==> src/rtl/bp_types.sv <==
// Types shared by the perceptron predictor (pbp) and the history checkpoint
// block (ghr_ckpt). Both sides must agree on the history length.
package bp_types;
  localparam int BP_HIST_LEN = 12;
  typedef logic [BP_HIST_LEN-1:0] hist_t;
endpackage

==> src/rtl/ghr_ckpt_if.sv <==
// Fetch / resolve bundle for ghr_ckpt.
//   IF side     : if_br_valid, if_pred_taken in; ghr_out, ckpt_full out
//   EX/MEM side : res_valid, res_taken, res_mispred in; exmem_hist out
//   status      : count, err out
// slave = ghr_ckpt, master = fetch/resolve driver.
interface ghr_ckpt_if #(
  parameter int HIST_LEN = bp_types::BP_HIST_LEN,
  parameter int DEPTH    = 4
);
  localparam int CW = $clog2(DEPTH+1);

  logic                if_br_valid;
  logic                if_pred_taken;
  logic [HIST_LEN-1:0] ghr_out;
  logic                ckpt_full;
  logic                res_valid;
  logic                res_taken;
  logic                res_mispred;
  logic [HIST_LEN-1:0] exmem_hist;
  logic [CW-1:0]       count;
  logic                err;

  modport slave (
    input  if_br_valid, if_pred_taken, res_valid, res_taken, res_mispred,
    output ghr_out, ckpt_full, exmem_hist, count, err
  );

  modport master (
    output if_br_valid, if_pred_taken, res_valid, res_taken, res_mispred,
    input  ghr_out, ckpt_full, exmem_hist, count, err
  );
endinterface

==> src/rtl/ghr_ckpt_fifo.sv <==
// ckpt_fifo: checkpoint FIFO of W-bit entries, DEPTH deep (power of 2).
//   push/din : write din at tail (caller guarantees not full)
//   pop      : drop head entry (caller guarantees not empty)
//   clr      : empty the FIFO; overrides push/pop
//   head_dout: entry at head, combinational from storage
//   count    : occupied entries
// Entries reset to 0 so head_dout reads 0 out of reset.
module ckpt_fifo #(
  parameter int W     = 12,
  parameter int DEPTH = 4,
  localparam int PW   = $clog2(DEPTH),
  localparam int CW   = $clog2(DEPTH+1)
) (
  input  logic          clk,
  input  logic          rst_n,
  input  logic          push,
  input  logic          pop,
  input  logic          clr,
  input  logic [W-1:0]  din,
  output logic [W-1:0]  head_dout,
  output logic [CW-1:0] count
);
  logic [DEPTH-1:0][W-1:0] mem_q, mem_d;
  logic [PW-1:0]           head_q, head_d;
  logic [PW-1:0]           tail_q, tail_d;
  logic [CW-1:0]           count_q, count_d;

  // Pointers are exactly PW bits wide, so +1 wraps modulo DEPTH.
  always_comb begin
    mem_d   = mem_q;
    head_d  = head_q;
    tail_d  = tail_q;
    count_d = count_q;
    if (clr) begin
      head_d  = '0;
      tail_d  = '0;
      count_d = '0;
    end else begin
      if (push) begin
        mem_d[tail_q] = din;
        tail_d        = tail_q + 1'b1;
      end
      if (pop) head_d = head_q + 1'b1;
      case ({push, pop})
        2'b10:   count_d = count_q + 1'b1;
        2'b01:   count_d = count_q - 1'b1;
        default: count_d = count_q;
      endcase
    end
  end

  always_ff @(posedge clk or negedge rst_n) begin
    if (!rst_n) begin
      mem_q   <= '0;
      head_q  <= '0;
      tail_q  <= '0;
      count_q <= '0;
    end else begin
      mem_q   <= mem_d;
      head_q  <= head_d;
      tail_q  <= tail_d;
      count_q <= count_d;
    end
  end

  assign head_dout = mem_q[head_q];
  assign count     = count_q;
endmodule

==> src/rtl/ghr_ckpt.sv <==
// ghr_ckpt: speculative global history with per-branch checkpoints.
//   clk, rst    : clock, async active-low reset
//   bus (slave) : fetch push, EX/MEM resolve, history/status outputs
// spec shifts in each predicted direction at fetch; the pre-shift value is
// checkpointed so EX/MEM can train pbp on the history it predicted with.
// arch tracks resolved outcomes; a mispredict copies it into spec and
// discards every younger (wrong-path) checkpoint.
module ghr_ckpt
  import bp_types::*;
#(
  parameter int HIST_LEN = BP_HIST_LEN,
  parameter int DEPTH    = 4,
  localparam int CW      = $clog2(DEPTH+1)
) (
  input  logic     clk,
  input  logic     rst,
  ghr_ckpt_if.slave bus
);
  localparam logic [CW-1:0] FULL_CNT = CW'(DEPTH);

  logic [HIST_LEN-1:0] spec_q, spec_d;
  logic [HIST_LEN-1:0] arch_q, arch_d;
  logic                err_q, err_d;
  logic [HIST_LEN-1:0] arch_nxt;
  logic [HIST_LEN-1:0] head_hist;
  logic [CW-1:0]       cnt;
  logic                full, empty;
  logic                do_push, do_pop, do_fix;

  // Full/empty come from registered count only: no same-cycle pop credit,
  // which keeps resolve off the fetch-stall path.
  assign full  = (cnt == FULL_CNT);
  assign empty = (cnt == '0);

  assign do_fix   = bus.res_valid &&  bus.res_mispred && !empty;
  assign do_pop   = bus.res_valid && !bus.res_mispred && !empty;
  // A push racing a mispredict is wrong-path; the repair wins.
  assign do_push  = bus.if_br_valid && !full && !(bus.res_valid && bus.res_mispred);
  assign arch_nxt = {arch_q[HIST_LEN-2:0], bus.res_taken};

  always_comb begin
    spec_d = spec_q;
    arch_d = arch_q;
    err_d  = err_q | (bus.if_br_valid & full) | (bus.res_valid & empty);
    if (do_pop || do_fix) arch_d = arch_nxt;
    if (do_fix)       spec_d = arch_nxt;
    else if (do_push) spec_d = {spec_q[HIST_LEN-2:0], bus.if_pred_taken};
  end

  always_ff @(posedge clk or negedge rst) begin
    if (!rst) begin
      spec_q <= '0;
      arch_q <= '0;
      err_q  <= 1'b0;
    end else begin
      spec_q <= spec_d;
      arch_q <= arch_d;
      err_q  <= err_d;
    end
  end

  ckpt_fifo #(.W(HIST_LEN), .DEPTH(DEPTH)) u_fifo (
    .clk      (clk),
    .rst_n    (rst),
    .push     (do_push),
    .pop      (do_pop),
    .clr      (do_fix),
    .din      (spec_q),
    .head_dout(head_hist),
    .count    (cnt)
  );

  assign bus.ghr_out    = spec_q;
  assign bus.ckpt_full  = full;
  assign bus.exmem_hist = head_hist;
  assign bus.count      = cnt;
  assign bus.err        = err_q;
endmodule

==> src/flat_wrapper.sv <==
// flat-port wrapper written by rule: the top's interface ports become plain ports
module ghr_ckpt_flat import bp_types::*;
#(
  parameter int HIST_LEN = BP_HIST_LEN,
  parameter int DEPTH    = 4,
  localparam int CW      = $clog2(DEPTH+1)
)
  (clk, rst, bus_if_br_valid, bus_if_pred_taken, bus_res_valid, bus_res_taken, bus_res_mispred, bus_ghr_out, bus_ckpt_full, bus_exmem_hist, bus_count, bus_err);
  ghr_ckpt_if #(.HIST_LEN(HIST_LEN), .DEPTH(DEPTH)) bus_i ();
  input  logic clk;
  input  logic rst;
  input wire logic [$bits(bus_i.if_br_valid)-1:0] bus_if_br_valid;
  input wire logic [$bits(bus_i.if_pred_taken)-1:0] bus_if_pred_taken;
  input wire logic [$bits(bus_i.res_valid)-1:0] bus_res_valid;
  input wire logic [$bits(bus_i.res_taken)-1:0] bus_res_taken;
  input wire logic [$bits(bus_i.res_mispred)-1:0] bus_res_mispred;
  output wire logic [$bits(bus_i.ghr_out)-1:0] bus_ghr_out;
  output wire logic [$bits(bus_i.ckpt_full)-1:0] bus_ckpt_full;
  output wire logic [$bits(bus_i.exmem_hist)-1:0] bus_exmem_hist;
  output wire logic [$bits(bus_i.count)-1:0] bus_count;
  output wire logic [$bits(bus_i.err)-1:0] bus_err;
  assign bus_i.if_br_valid = bus_if_br_valid;
  assign bus_i.if_pred_taken = bus_if_pred_taken;
  assign bus_i.res_valid = bus_res_valid;
  assign bus_i.res_taken = bus_res_taken;
  assign bus_i.res_mispred = bus_res_mispred;
  assign bus_ghr_out = bus_i.ghr_out;
  assign bus_ckpt_full = bus_i.ckpt_full;
  assign bus_exmem_hist = bus_i.exmem_hist;
  assign bus_count = bus_i.count;
  assign bus_err = bus_i.err;
  ghr_ckpt #(.HIST_LEN(HIST_LEN), .DEPTH(DEPTH)) u_core (.clk(clk), .rst(rst), .bus(bus_i));
endmodule
==> config.mk <==
export PLATFORM = sky130hd
export DESIGN_NAME = ghr_ckpt_flat
export DESIGN_NICKNAME = d
export VERILOG_FILES = /design/src/rtl/bp_types.sv /design/src/rtl/ghr_ckpt_if.sv /design/src/rtl/ghr_ckpt_fifo.sv /design/src/rtl/ghr_ckpt.sv /design/src/flat_wrapper.sv
export SDC_FILE = /design/constraint.sdc
export NUM_CORES = 1
export LEC_CHECK = 0
export CAP_MARGIN = 15
export CORE_ASPECT_RATIO = 1.25
export CORE_MARGIN = 2
export CORE_UTILIZATION = 55
export DETAILED_ROUTE_END_ITERATION = 12
export GPL_ROUTABILITY_DRIVEN = 0
export GPL_TIMING_DRIVEN = 0
export PLACE_DENSITY_LB_ADDON = 0.25
export SETUP_SLACK_MARGIN = 0.02
export SLEW_MARGIN = 20
export SYNTH_ARGS = -nofsm -noshare
export SYNTH_HDL_FRONTEND = slang
export SYNTH_SLANG_ARGS = --single-unit
==> constraint.sdc <==
create_clock -name clk -period 7.1 [get_ports clk]
set_clock_uncertainty 0.05 [all_clocks]
set_input_delay 1.42 -clock clk [delete_from_list [all_inputs] [get_ports clk]]
set_output_delay 1.42 -clock clk [all_outputs]
set_load 0.01 [all_outputs]
## Yosys cells after proc, flatten, opt, wreduce, memory -nomap -nowiden

Index checks and enable logic that the tools add are counted.

| word-level totals | value |
|---|---|
| register bits after elaboration | 79 |
| input bits | 7 |
| output and inout port bits | 29 |
| word-level logic and storage cells | 55 |

| operators by class | value |
|---|---|
| $add $sub $neg | 4 |
| magnitude comparators | 3 |
| equality and inequality tests | 3 |
| multiplexer cells | 13 |
| bitwise logic cells | 5 |
| reductions and logical operators | 17 |

Operators by type and width:

| operator | count |
|---|---|
| $bwmux 48 | 1 |
| $mux 12 | 4 |
| $bmux 12 s2 | 1 |
| $demux 12 s2 | 1 |
| $mux 2 | 4 |
| $logic_and 1x1->1 | 7 |
| $lt 2x3->1 const B | 2 |
| $pmux 3 s2 | 1 |
| $add 2x1->2 const B | 2 |
| $logic_not 1->1 | 4 |
| $reduce_bool 2->1 | 2 |
| $add 3x1->3 const B | 1 |
| $eq 3x3->1 const B | 1 |
| $logic_not 3->1 | 1 |
| $mux 3 | 1 |
| $reduce_bool 3->1 | 1 |
| $sub 3x1->3 const B | 1 |
| $and 1x1->1 | 2 |
| $eq 2x1->1 const B | 1 |
| $eq 2x2->1 const B | 1 |
| $ge 2x1->1 const B | 1 |
| $or 1x1->1 | 2 |
| $reduce_and 2->1 | 1 |
| $logic_or 1x1->1 | 1 |
| $not 1->1 | 1 |

## Depth between registers and ports, before layout

Gate-level depths: netlist of the first run.

| logic depth | value |
|---|---|
| depth after elaboration | 7 |
| mapped depth | 10 |

## Modules after synthesis

Synthesis of the first run repeated with hierarchy kept, for this count alone.

| second synthesis, totals | value |
|---|---|
| cell total of the unflattened synthesis | 258 |
| area, all modules | 3,676.0 µm² |

By module, submodules not included:

| module | times used | cells each | area each (µm²) | sequential area each (µm²) |
|---|---|---|---|---|
| ckpt_fifo | 1 | 156 | 2,583.7 | 1,376.3 |
| ghr_ckpt | 1 | 102 | 1,092.3 | 600.6 |

## Worst setup path after synthesis of the first run

Ideal clock, no wire load.

| path | value |
|---|---|
| path type | input to register |
| from | in bus_if_br_valid |
| to | reg u_core.u_fifo.count_q[2], in the netlist u_core.u_fifo.count[2] |
| setup time | 78 ps |
| data arrival time | 2,985 ps |
| required time | 6,972 ps |
| path slack | 3,987 ps |
| stages | 8 |
| buffers on the path | 0 |
| path through | a21bo_2 nor2_1 inv_1 ha_1 fa_1 xnor2_1 or3_1 a21oi_1 |

| between the ends | value |
|---|---|
| longest elaborated chain between the ends | 5 |
| elaborated cells between the ends (all ways) | 7 |
| classes of those cells | 2 x eq/ne; 2 x mux; 3 x reduce/logical |

Ends and longest elaborated chain:

| what | line | text |
|---|---|---|
| start: declaration | flat_wrapper.sv:12 | `input wire logic [$bits(bus_i.if_br_valid)-1:0] bus_if_br_valid;` |
| $logic_and 1x1->1 (*) (2 in a row) | ghr_ckpt.sv:38 | `assign do_push = bus.if_br_valid && !full && !(bus.res_valid && bus.res_mispred);` |
| $eq 2x1->1 / $eq 2x2->1 (equally long branches) | ghr_ckpt_fifo.sv:44 | `case ({push, pop})` |
| $pmux 3 s2 | ghr_ckpt_fifo.sv:44 |  |
| $mux 3 | ghr_ckpt_fifo.sv:34 | `if (clr) begin` |
| end signal: assignment | ghr_ckpt_fifo.sv:62 | `count_q <= count_d;` |
| end: declaration | ghr_ckpt_fifo.sv:26 | `logic [CW-1:0] count_q, count_d;` |

Every way passes the cells marked *; elsewhere a longest branch is shown, timed or not.
A chain may end at the register's enable or synchronous reset.

## Worst setup path after layout of the first run

| path | value |
|---|---|
| from | reg u_core.u_fifo.head_q[1] |
| to | out bus_exmem_hist[0] |

| between the ends | value |
|---|---|
| longest elaborated chain between the ends | 2 |

Ends and longest elaborated chain:

| what | line | text |
|---|---|---|
| start: declaration | ghr_ckpt_fifo.sv:24 | `logic [PW-1:0] head_q, head_d;` |
| start signal: assignment | ghr_ckpt_fifo.sv:55 | `head_q <= '0;` |
| start signal: assignment | ghr_ckpt_fifo.sv:60 | `head_q <= head_d;` |
| $bmux 12 s2 | ghr_ckpt_fifo.sv:66 | `assign head_dout = mem_q[head_q];` |
| $mux 12 (not written as such) | ghr_ckpt_fifo.sv:66 |  |
| end: declaration | flat_wrapper.sv:19 | `output wire logic [$bits(bus_i.exmem_hist)-1:0] bus_exmem_hist;` |

Every way passes these cells. The select of a mux whose other input is x is not followed.

==> summary.md, run 1 <==
| Metric | Value |
|---|---|
| Outcome | finished, final reports clean |
| Least-Margin Pin Slew | 0.928 ns |
| H-tree depth | 3 |
| Grt total ovfl | 0 |
| CP max stage cell | clkbuf_1 |
| CP Class | flip-flop to output pin |
| Root buf cell | clkbuf_8 |
| Seq pwr share | 42.5% |
| Worst vdd ir | 208 uV |
| WP data required | 5.63 ns |
| Slew Viols, Final | 0 |
| Top FF cell, synth | dfrtp_1 |
| Logic pwr share | 40.2% |
| Row Count | 32 |
| Switch Pwr | 607 uW |
| Max Cap Viol | 0 |
| Mapped Avg Cell Area | 15.1 um2 |
| Clk buf depth | 2 |
| Vias in the first global route | 2203 |
| First-pass GRT wire length | 11100 um |
| LEAKAGE | 0.00188 uW |
| Mean number of vias per cell | 5.82 |
| Hold_buf cts | 0 |
| Synth Cell Area | 3530 um2 |
| Wirelength, routed | 6640 um |
| DR WL/cell | 17.9 um |
| Die ar. | 7080 um2 |
| Met2 wire length | 3350 um |
| Worst Path Max Fanout | 10 |
| Hold Fails Final Rpt | 0 |
| Endpoints failing setup | 0 |
| Postcts setup bufs | 0 |
| P_int | 1330 uW |
| Largest net degree at the start of global routing | 49 |
| Placed cell areas | 4010 um2 |
| Core Util, Final | 67.8% |
| Overall Global Routing Usage | 21.4% |
| Synthesis warning total | 0 |
| Drt pass-1 iters | 4 |
| Mapped Nets | 247 |
| Cell area after layout | 4210 um2 |
| I/O Buffers | 35 |
| Synthesized flop and latch total | 79 |
| Diodes inserted | 0 |
| Clock transition at path regs | 0.07 ns |
| Placed insts | 355 |
| Post-synthesis sequential area ratio | 56.0% |
| Met3 WL | 199 um |
| Critical Path, Cell by Cell | clkbuf_1, mux4_2, clkdlybuf4s50_1 |
| Post-synth EDFFs | 0 |
| Sw frac | 31.4% |
| CP arrival | 2.31 ns |
| Startpoint class of the critical path | flip-flop |
| Finished Layout Cells | 370 |
| Initial Utilization | 56.9% |
| DRT met1 WL | 3010 um |
| HPWL after DPL | 4530 um |
| Final period util | 53.2% |
| Worst Hold Class | flip-flop to flip-flop |
| I/O pins | 36 |
| CTS tree | yes |
| Clock sinks | 79 |
| Setup Total Neg Slack | 0 ns |
| PD cells | 460 nW/um2 |
| Reg2reg path depth | 7 |
| Post-synth cell types | 33 |
| Die W | 75.6 um |
| RSZ-0062 raised after global routing | no |
| Layout cells sized above 1 | 35.4% |
| Slowest stage delay, CP | 0.58 ns |
| PostCTS Resize Cnt | 0 |
| Post-Syn Instances | 234 |
| Hold path cells | 2 |
| Asr flop ratio synth | 100% |
| Routed vias | 2153 |
| Rel. slew slack | 37.6% |
| Worst skew pair latency | 0.35 ns |
| CP endpoint kind | output pin |
| Initial detailed-routing violation count | 144 |
| Power share of the clock group | 17.3% |
| Fmax achieved | 0.265 GHz |
| Final ANT Viol Nets | 0 |
| Initial antenna violation count | 0 |
| Core area | 6210 um2 |
| P&R area growth vs syn | 19.3% |
| Die Ht | 93.6 um |
| Top Metal Used | met4 |
| DRC | 0 |
| Final nets | 294 |
| FILL cells | 466 |
| Final min period | 3.78 ns |
| Hold WS | 0.432 ns |
| Num CTS Buffers | 9 |
[worst max-delay path, delay by kind of cell (launching register included)]
| kind | cells | cell delay, ns |
|---|---|---|
| buf+inv | 2 | 1.07 |
| mux | 1 | 0.40 |
| flops | 1 | 0.48 |
[state kept, by name, indices dropped and copies added, names as in the netlist]
register	count
u_core.u_fifo.head_q	2
u_core.bus.ghr_out	12
u_core.bus.err	1
u_core.u_fifo.mem_q	48
u_core.u_fifo.count	3
u_core.u_fifo.tail_q	2
u_core.arch_q	11
[cell type report]
class	instances	area [um2]	share of cell area (%)
Sequential cell	79	1980	47.0
Multi-Input combinational cell	136	1430	34.1
Timing Repair Buffer	36	375	8.92
Clock buffer	12	155	3.69
Tap cell	85	106	2.53
Buffer	13	95.1	2.26
Clock inverter	3	42.5	1.01
Inverter	6	22.5	0.535
[per-layer routing]
layer	GRT usage, %	vias up
li1	-	975
met1	30.3	1134
met2	32.2	38
met3	6.03	6
met4	6.14	0
met5	0	-
[placed cells by master (no fill, tap or decap), drive strengths merged, types with 4 or more instances in the layout]
master,n
a21oi,6
a221o,9
and3,8
buf,12
clkbuf,15
clkdlybuf4s50,34
dfrtp,79
ha,5
inv,6
mux2,61
mux4,12
nand3,5
nor2,6
o21ai,4
[worst paths after layout]
path	from	slack, ns	endpoint
worst max register to register	u_core.u_fifo.count[0]	4.25	u_core.u_fifo.count[2]
worst max-delay path	u_core.u_fifo.head_q[1]	3.32	bus_exmem_hist[0]
worst min-delay path	u_core.bus.err	0.43	u_core.bus.err
max in group asynchronous	rst	5.47	u_core.u_fifo.mem_q[47]
min in group asynchronous	rst	0.96	u_core.u_fifo.mem_q[18]
worst min register to register	u_core.bus.err	0.43	u_core.bus.err
[cell usage after synthesis, types with 3 or more instances]
cell,number,area [um2]
o21ai_0,4,20.0
ha_1,5,62.6
buf_6,5,56.3
and3_1,8,50.1
mux2_2,61,687
nand3_1,5,25.0
buf_2,4,20.0
inv_1,5,18.8
clkbuf_1,3,11.3
dfrtp_1,79,1980
a21oi_1,6,30.0
mux4_2,12,270
a221o_1,9,90.1
nor2_1,6,22.5
[kinds of logic after synthesis]
kind of cell	Yosys count	share of synthesized area, %
xor+xnor	2	0.497
mux	75	27.7
compound gates	29	6.28
buf+inv	19	3.33
fa+ha+maj	6	2.34
flops	79	56.0
simple gates	24	3.83
[metrics by stage]
step	setup WS [ns]	power, uW
finish	3.32	1940
global route	3.19	2060
CTS	3.27	1950
detailed placement	3.29	1620
global placement	1.81	1590
floorplan	3.99	1290
[power by group through the flow]
stage | clock network [uW] | registers [uW] | logic, uW
after CTS | 341 | 825 | 789
after global placement | 0 | 825 | 766
after floorplan | 0 | 794 | 491
final | 334 | 823 | 778
after detailed placement | 0 | 834 | 786
after global routing | 360 | 857 | 844
No activity file was read; power rests on OpenSTA's default activity.
==> run 2: changes to the inputs <==
--- a/config.mk
+++ b/config.mk
@@ -8,7 +8,7 @@
 export CAP_MARGIN = 15
 export CORE_ASPECT_RATIO = 1.25
 export CORE_MARGIN = 2
-export CORE_UTILIZATION = 55
+export CORE_UTILIZATION = 51
 export DETAILED_ROUTE_END_ITERATION = 12
 export GPL_ROUTABILITY_DRIVEN = 0
 export GPL_TIMING_DRIVEN = 0
==> constraint.sdc (replaced) <==
create_clock -name clk -period 3.1 [get_ports clk]
set_clock_uncertainty 0.05 [all_clocks]
set_input_delay 0.62 -clock clk [delete_from_list [all_inputs] [get_ports clk]]
set_output_delay 0.62 -clock clk [all_outputs]
set_load 0.01 [all_outputs]
==> run 2 against run 1 <==
Net effect: count of clock-buffer cells in the layout shrank 3; via count shrank 3.9%; critical path type unchanged; sequential share of layout area shrank 0.11 points; setup slack lost 3.2 ns; hold slack lost 0.26 ns; cell count grew 0.54%; clock power grew 140%; power grew 130%; flip-flop and latch count is the same; register-to-register slack lost 4.0 ns; final area grew 0.24%; largest power group unchanged; sequential power grew 130%.
==> summary.md, run 2 (synthesis results as in run 1) <==
| Metric | Value |
|---|---|
| Mean number of vias per cell | 5.56 (-4.5%) |
| CP Class | flip-flop to output pin |
| PostCTS Resize Cnt | 0 (unchanged) |
| Clock transition at path regs | 0.08 ns (about the same) |
| Worst Hold Class | input port to async pin |
| Endpoints failing setup | 0 (unchanged) |
| Area of the multi-input gates | 1430 um2 (unchanged) |
| Fmax achieved | 0.337 GHz |
| First-pass GRT wire length | 11000 um (-0.99%) |
| Grt met3 use | 3.64% (-2.4 points) |
| Hold Fails Final Rpt | 0 (unchanged) |
| Die ar. | 7600 um2 (+7.5%) |
| Startpoint class of the critical path | flip-flop |
| Diodes inserted | 0 (unchanged) |
| Initial Utilization | 53.1% (-3.8 points) |
| Rel. slew slack | 39.1% (+1.5 points) |
| Core area | 6650 um2 (+7.1%) |
| Final ANT Viol Nets | 0 (unchanged) |
| Worst vdd ir | 507 uV (+140%) |
| WP data required | 2.43 ns (-3.20 ns) |
| Drt pass-1 iters | 4 (unchanged) |
| Busiest grt layer | met2 |
| CTS tree | yes |
| Tot Pwr | 4460 uW (+130%) |
| Num CTS Buffers | 9 (unchanged) |
| Core Util, Final | 63.4% (-4.4 points) |
| H-tree depth | 3 (unchanged) |
| I/O pins | 36 (unchanged) |
| RSZ-0062 raised after global routing | no |
| Overall Global Routing Usage | 19.0% (-2.4 points) |
| CP arrival | 2.29 ns (-0.02 ns) |
| Layout cells sized above 1 | 35.8% (+0.35 points) |
| Final nets | 294 (unchanged) |
| Commonest non-fill, non-tap cells in the layout | dfrtp_1, mux2_2, clkdlybuf4s50_1 |
| Largest net degree at the start of global routing | 45 (-8.2%) |
| Slew Viols, Final | 0 (unchanged) |
| LEAKAGE | 0.00189 uW (+0.19%) |
| Placed cell areas | 4010 um2 (-0.12%) |
| Root buf cell | clkbuf_8 |
| HPWL after DPL | 4540 um (+0.33%) |
| CP endpoint kind | output pin |
| Hold WS | 0.175 ns (-0.257 ns) |
| DR WL/cell | 17.4 um (-3.3%) |
| R2R Path Start | u_core.u_fifo.count[0] |
| Postcts setup bufs | 0 (unchanged) |
| Worst Path Max Fanout | 10 (unchanged) |
| Reg2reg setup slack | 0.29 ns (-3.96 ns) |
| Max reg flops | 48 (unchanged) |
| Die W | 78.4 um (+3.6%) |
| Placed insts | 357 (+0.56%) |
| Final period util | 95.6% |
| Routed vias | 2068 (-3.9%) |
| Hold_buf cts | 0 (unchanged) |
| Finished Layout Cells | 372 (+0.54%) |
| Grt total ovfl | 0 (unchanged) |
| Least-Margin Pin Slew | 0.906 ns (-0.0227 ns) |
| Met2 usage | 29.0% (-3.2 points) |
| Clock sinks | 79 (unchanged) |
| Row Count | 33 (+3.1%) |
| Register area | 1980 um2 (unchanged) |
| PD cells | 1060 nW/um2 (+130%) |
| Launch point of the critical path | u_core.u_fifo.head_q[1] |
| Commonest non-fill, non-tap cell in the layout | dfrtp_1 |
| I/O Buffers | 35 (unchanged) |
| GRT met1 Usage | 27.4% (-2.9 points) |
| Final min period | 2.96 ns |
| DRC | 0 (unchanged) |
| Cell area after layout | 4220 um2 (+0.24%) |
| Outcome | finished, final reports clean |
| Initial detailed-routing violation count | 94 (-35%) |
| Initial antenna violation count | 0 (unchanged) |
| FILL cells | 538 (+15%) |
| Die Ht | 97.0 um (+3.7%) |
| Clk buf depth | 2 (unchanged) |
| Vias in the first global route | 2141 (-2.8%) |
| Most flops, register | u_core.u_fifo.mem_q |
| Wirelength, routed | 6460 um (-2.8%) |
| P&R area growth vs syn | 19.5% |
| Crit path to | bus_exmem_hist[0] |
| FF-to-FF End | u_core.u_fifo.count[2] |
| Max Cap Viol | 0 (unchanged) |
| Reg2reg path depth | 7 (unchanged) |
| Worst skew pair latency | 0.34 ns (about the same) |
-- run 2: cell types whose count changed in the layout (fill, tap and decap cells not counted) --
cell,before,now
bufinv_16,1,2
buf_2,4,3
buf_16,1,0
clkbuf_8,11,9
buf_12,0,1
clkbuf_4,0,1
clkinv_4,0,1
clkbuf_1,4,3
clkinv_2,1,2
-- run 2: power breakdown --
| group | internal, uW | total [uW] | switching, uW | leakage (uW) |
|---|---|---|---|---|
| registers | 1500 | 1880 | 375 | 0.000981 |
| clock network | 447 | 805 | 357 | 0.000105 |
| logic | 1130 | 1780 | 651 | 0.000801 |
-- run 2: layer usage --
metal	vias up	share of wire (%)
li1	972	-
met1	1049	45
met2	40	50
met3	7	3.5
met4	0	1.4
met5	-	0
-- run 2: critical path: stages, from the launching register on --
cell	delay [ns]
dfrtp_1	0.48
clkbuf_1	0.57
mux4_2	0.41
clkdlybuf4s50_1	0.49
-- run 2: worst min-delay path by stage --
stage	to	cells past startpoint	slack, ns	startpoint
5_1_grt	u_core.u_fifo.mem_q[1]	1	0.19	rst
3_3_place_gp	u_core.bus.err	2	0.41	u_core.bus.err
3_5_place_dp	u_core.bus.err	2	0.41	u_core.bus.err
6_report	u_core.u_fifo.mem_q[37]	1	0.17	rst
4_1_cts	u_core.u_fifo.mem_q[1]	1	0.18	rst
2_1_floorplan	u_core.arch_q[0]	0	0.27	rst
-- run 2: metrics by stage --
| step | setup TNS [ns] | worst slack, ns |
|---|---|---|
| floorplan | 0 | 0.657 |
| global placement | -108.78 | -1.38 |
| detailed placement | 0 | 0.0537 |
| CTS | 0 | 0.0432 |
| global route | 0 | 0.0399 |
| finish | 0 | 0.136 |
-- run 2: cell type report --
type	instances	area share, %
clock inverters	6	2.05
repair buffers	36	8.72
well taps	87	2.58
inverters	6	0.534
multi-input cells	136	34.0
plain buffers	13	2.31
flip-flops and latches	79	46.9
clock buffers	9	2.94
==> run 3: changes to the inputs <==
--- a/config.mk
+++ b/config.mk
@@ -12,6 +12,7 @@
 export DETAILED_ROUTE_END_ITERATION = 12
 export GPL_ROUTABILITY_DRIVEN = 0
 export GPL_TIMING_DRIVEN = 0
+export MAX_ROUTING_LAYER = met4
 export PLACE_DENSITY_LB_ADDON = 0.25
 export SETUP_SLACK_MARGIN = 0.02
 export SLEW_MARGIN = 20
==> run 3 against run 2 <==
Net effect: non-clock buffer count unchanged; largest power group unchanged; power about the same; final area unchanged; critical endpoint unchanged; setup slack about the same.
==> summary.md, run 3 (synthesis results as in run 1) <==
| Metric | Value |
|---|---|
| Commonest non-fill, non-tap cell in the layout | dfrtp_1 |
| Grt total ovfl | 0 (unchanged) |
| Die Ht | 97.0 um (unchanged) |
| P&R area growth vs syn | 19.5% (unchanged) |
| Initial antenna violation count | 0 (unchanged) |
| DR WL/cell | 17.4 um (unchanged) |
| Final ANT Viol Nets | 0 (unchanged) |
| Routed vias | 2068 (unchanged) |
| Hold Fails Final Rpt | 0 (unchanged) |
| WP data required | 2.43 ns (about the same) |
| Diodes inserted | 0 (unchanged) |
| P_int | 3080 uW (about the same) |
| Drt pass-1 iters | 4 (unchanged) |
| Fmax achieved | 0.337 GHz (about the same) |
| Clock sinks | 79 (unchanged) |
| DRC | 0 (unchanged) |
| Mean number of vias per cell | 5.56 (unchanged) |
| FF-to-FF End | u_core.u_fifo.count[2] |
| Commonest non-fill, non-tap cells in the layout | dfrtp_1, mux2_2, clkdlybuf4s50_1 |
| Num CTS Buffers | 9 (unchanged) |
| CP arrival | 2.29 ns (about the same) |
| LEAKAGE | 0.00189 uW (unchanged) |
| CTS tree | yes |
| Hold_buf cts | 0 (unchanged) |
| I/O Buffers | 35 (unchanged) |
| Final min period | 2.96 ns (+0.000155 ns) |
| Endpoints failing setup | 0 (unchanged) |
| Wirelength, routed | 6460 um (unchanged) |
| R2R Path Start | u_core.u_fifo.count[0] |
| Postcts setup bufs | 0 (unchanged) |
| Slew Viols, Final | 0 (unchanged) |
| Overall Global Routing Usage | 19.6% (+0.55 points) |
| Switch Pwr | 1380 uW (unchanged) |
| Slowest stage delay, CP | 0.57 ns (about the same) |
| Worst vdd ir | 507 uV (about the same) |
| Root buf cell | clkbuf_8 |
| CP Class | flip-flop to output pin |
| Top delay family on crit path | buffers and inverters |
| Final period util | 95.6% (about the same) |
| CP endpoint kind | output pin |
| Layout cells sized above 1 | 35.8% (unchanged) |
| Worst Hold Class | input port to async pin |
| Largest net degree at the start of global routing | 45 (unchanged) |
| H-tree depth | 3 (unchanged) |
| Setup Total Neg Slack | 0 ns (unchanged) |
| Least-Margin Pin Slew | 0.905 ns (-0.000568 ns) |
| Max Cap Viol | 0 (unchanged) |
| RSZ-0062 raised after global routing | no |
| Power share of the clock group | 18.0% (about the same) |
| Max reg flops | 48 (unchanged) |
| Seq pwr share | 42.1% (about the same) |
| Critical Path, Cell by Cell | clkbuf_1, mux4_2, clkdlybuf4s50_1 |
| Clock transition at path regs | 0.08 ns (about the same) |
| Crit path buf inv count | 2 (unchanged) |
| Rel. slew slack | 39.1% (about the same) |
| Die W | 78.4 um (unchanged) |
| FILL cells | 538 (unchanged) |
| Core area | 6650 um2 (unchanged) |
| Reg2reg path depth | 7 (unchanged) |
| Tot Pwr | 4460 uW (about the same) |
| Sw frac | 31.0% (about the same) |
| PD cells | 1060 nW/um2 (about the same) |
| Outcome | finished, final reports clean |
| Vias in the first global route | 2143 (+0.093%) |
| First-pass GRT wire length | 11000 um (about the same) |
| Row Count | 33 (unchanged) |
| Clk buf depth | 2 (unchanged) |
| CP max stage cell | clkbuf_1 |
| PostCTS Resize Cnt | 0 (unchanged) |
| Worst Path Max Fanout | 10 (unchanged) |
| Startpoint class of the critical path | flip-flop |
| HPWL after DPL | 4540 um (unchanged) |
| I/O pins | 36 (unchanged) |
| Logic pwr share | 39.9% (about the same) |
| Initial detailed-routing violation count | 94 (unchanged) |
| Most flops, register | u_core.u_fifo.mem_q |
| Die ar. | 7600 um2 (unchanged) |
| Worst skew pair latency | 0.34 ns (about the same) |
| Final nets | 294 (unchanged) |
| Initial Utilization | 53.1% (unchanged) |
| Reg2reg setup slack | 0.29 ns (about the same) |
[run 3: cell counts in the layout (fill, tap and decap cells not counted)]
No cell type changed its count.
[run 3: how the worst max path moves through the flow]
stage / from / endpoint / slack [ns] / cells past startpoint
3_5_place_dp: bus_res_mispred / u_core.u_fifo.count[2] / 0.05 / 9
5_1_grt: u_core.u_fifo.count[0] / u_core.u_fifo.count[2] / 0.04 / 7
4_1_cts: u_core.u_fifo.head_q[0] / bus_exmem_hist[0] / 0.04 / 4
6_report: u_core.u_fifo.head_q[1] / bus_exmem_hist[0] / 0.14 / 3
3_3_place_gp: rst / u_core.u_fifo.mem_q[21] / -1.38 / 1
2_1_floorplan: u_core.u_fifo.count[0] / u_core.u_fifo.count[2] / 0.66 / 7
[run 3: routing by layer]
layer  global-route usage [%]  vias to the layer above  share of wire (%)
li1                         -                      972                  -
met1                     27.4                     1049                 45
met2                     29.0                       40                 50
met3                     3.64                        7                3.5
met4                     6.75                        0                1.3
met5                        -                        -                  0
[run 3: final cells by class]
type / instances / area (um2) / share of cell area (%)
buffer: 13 / 97.6 / 2.31
clock buffer: 9 / 124 / 2.94
clock inverter: 6 / 86.3 / 2.05
inverter: 6 / 22.5 / 0.534
multi-input combinational: 136 / 1430 / 34.0
sequential: 79 / 1980 / 46.9
tap: 87 / 109 / 2.58
timing repair buffer: 36 / 368 / 8.72
[run 3: through the flow]
step           std cells  area, um2  util, %  hold WS [ns]  setup WS, ns
2_1_floorplan        234       3530        -         0.274         0.657
3_3_place_gp         356       3990     60.0         0.414         -1.38
3_5_place_dp         357       4010     60.2         0.411        0.0537
4_1_cts              372       4220     63.4         0.180        0.0432
5_1_grt              372       4220     63.4         0.190        0.0398
6_report             372       4220     63.4         0.175         0.136
[run 3: worst register-to-register path, stage by stage (launching register included)]
cell	delay, ns
dfrtp_1	0.49
o31ai_1	0.81
nor2_1	0.15
ha_1	0.28
fa_1	0.38
xnor2_1	0.14
or3_1	0.30
a21oi_1	0.15
[run 3: power groups by stage]
stage                     clock (uW)  combinational [uW]  sequential (uW)
final                            805                1780             1880
after CTS                        824                1810             1890
after floorplan                    0                1120             1820
after global routing             878                1940             1960
after global placement             0                1760             1890
after detailed placement           0                1800             1910
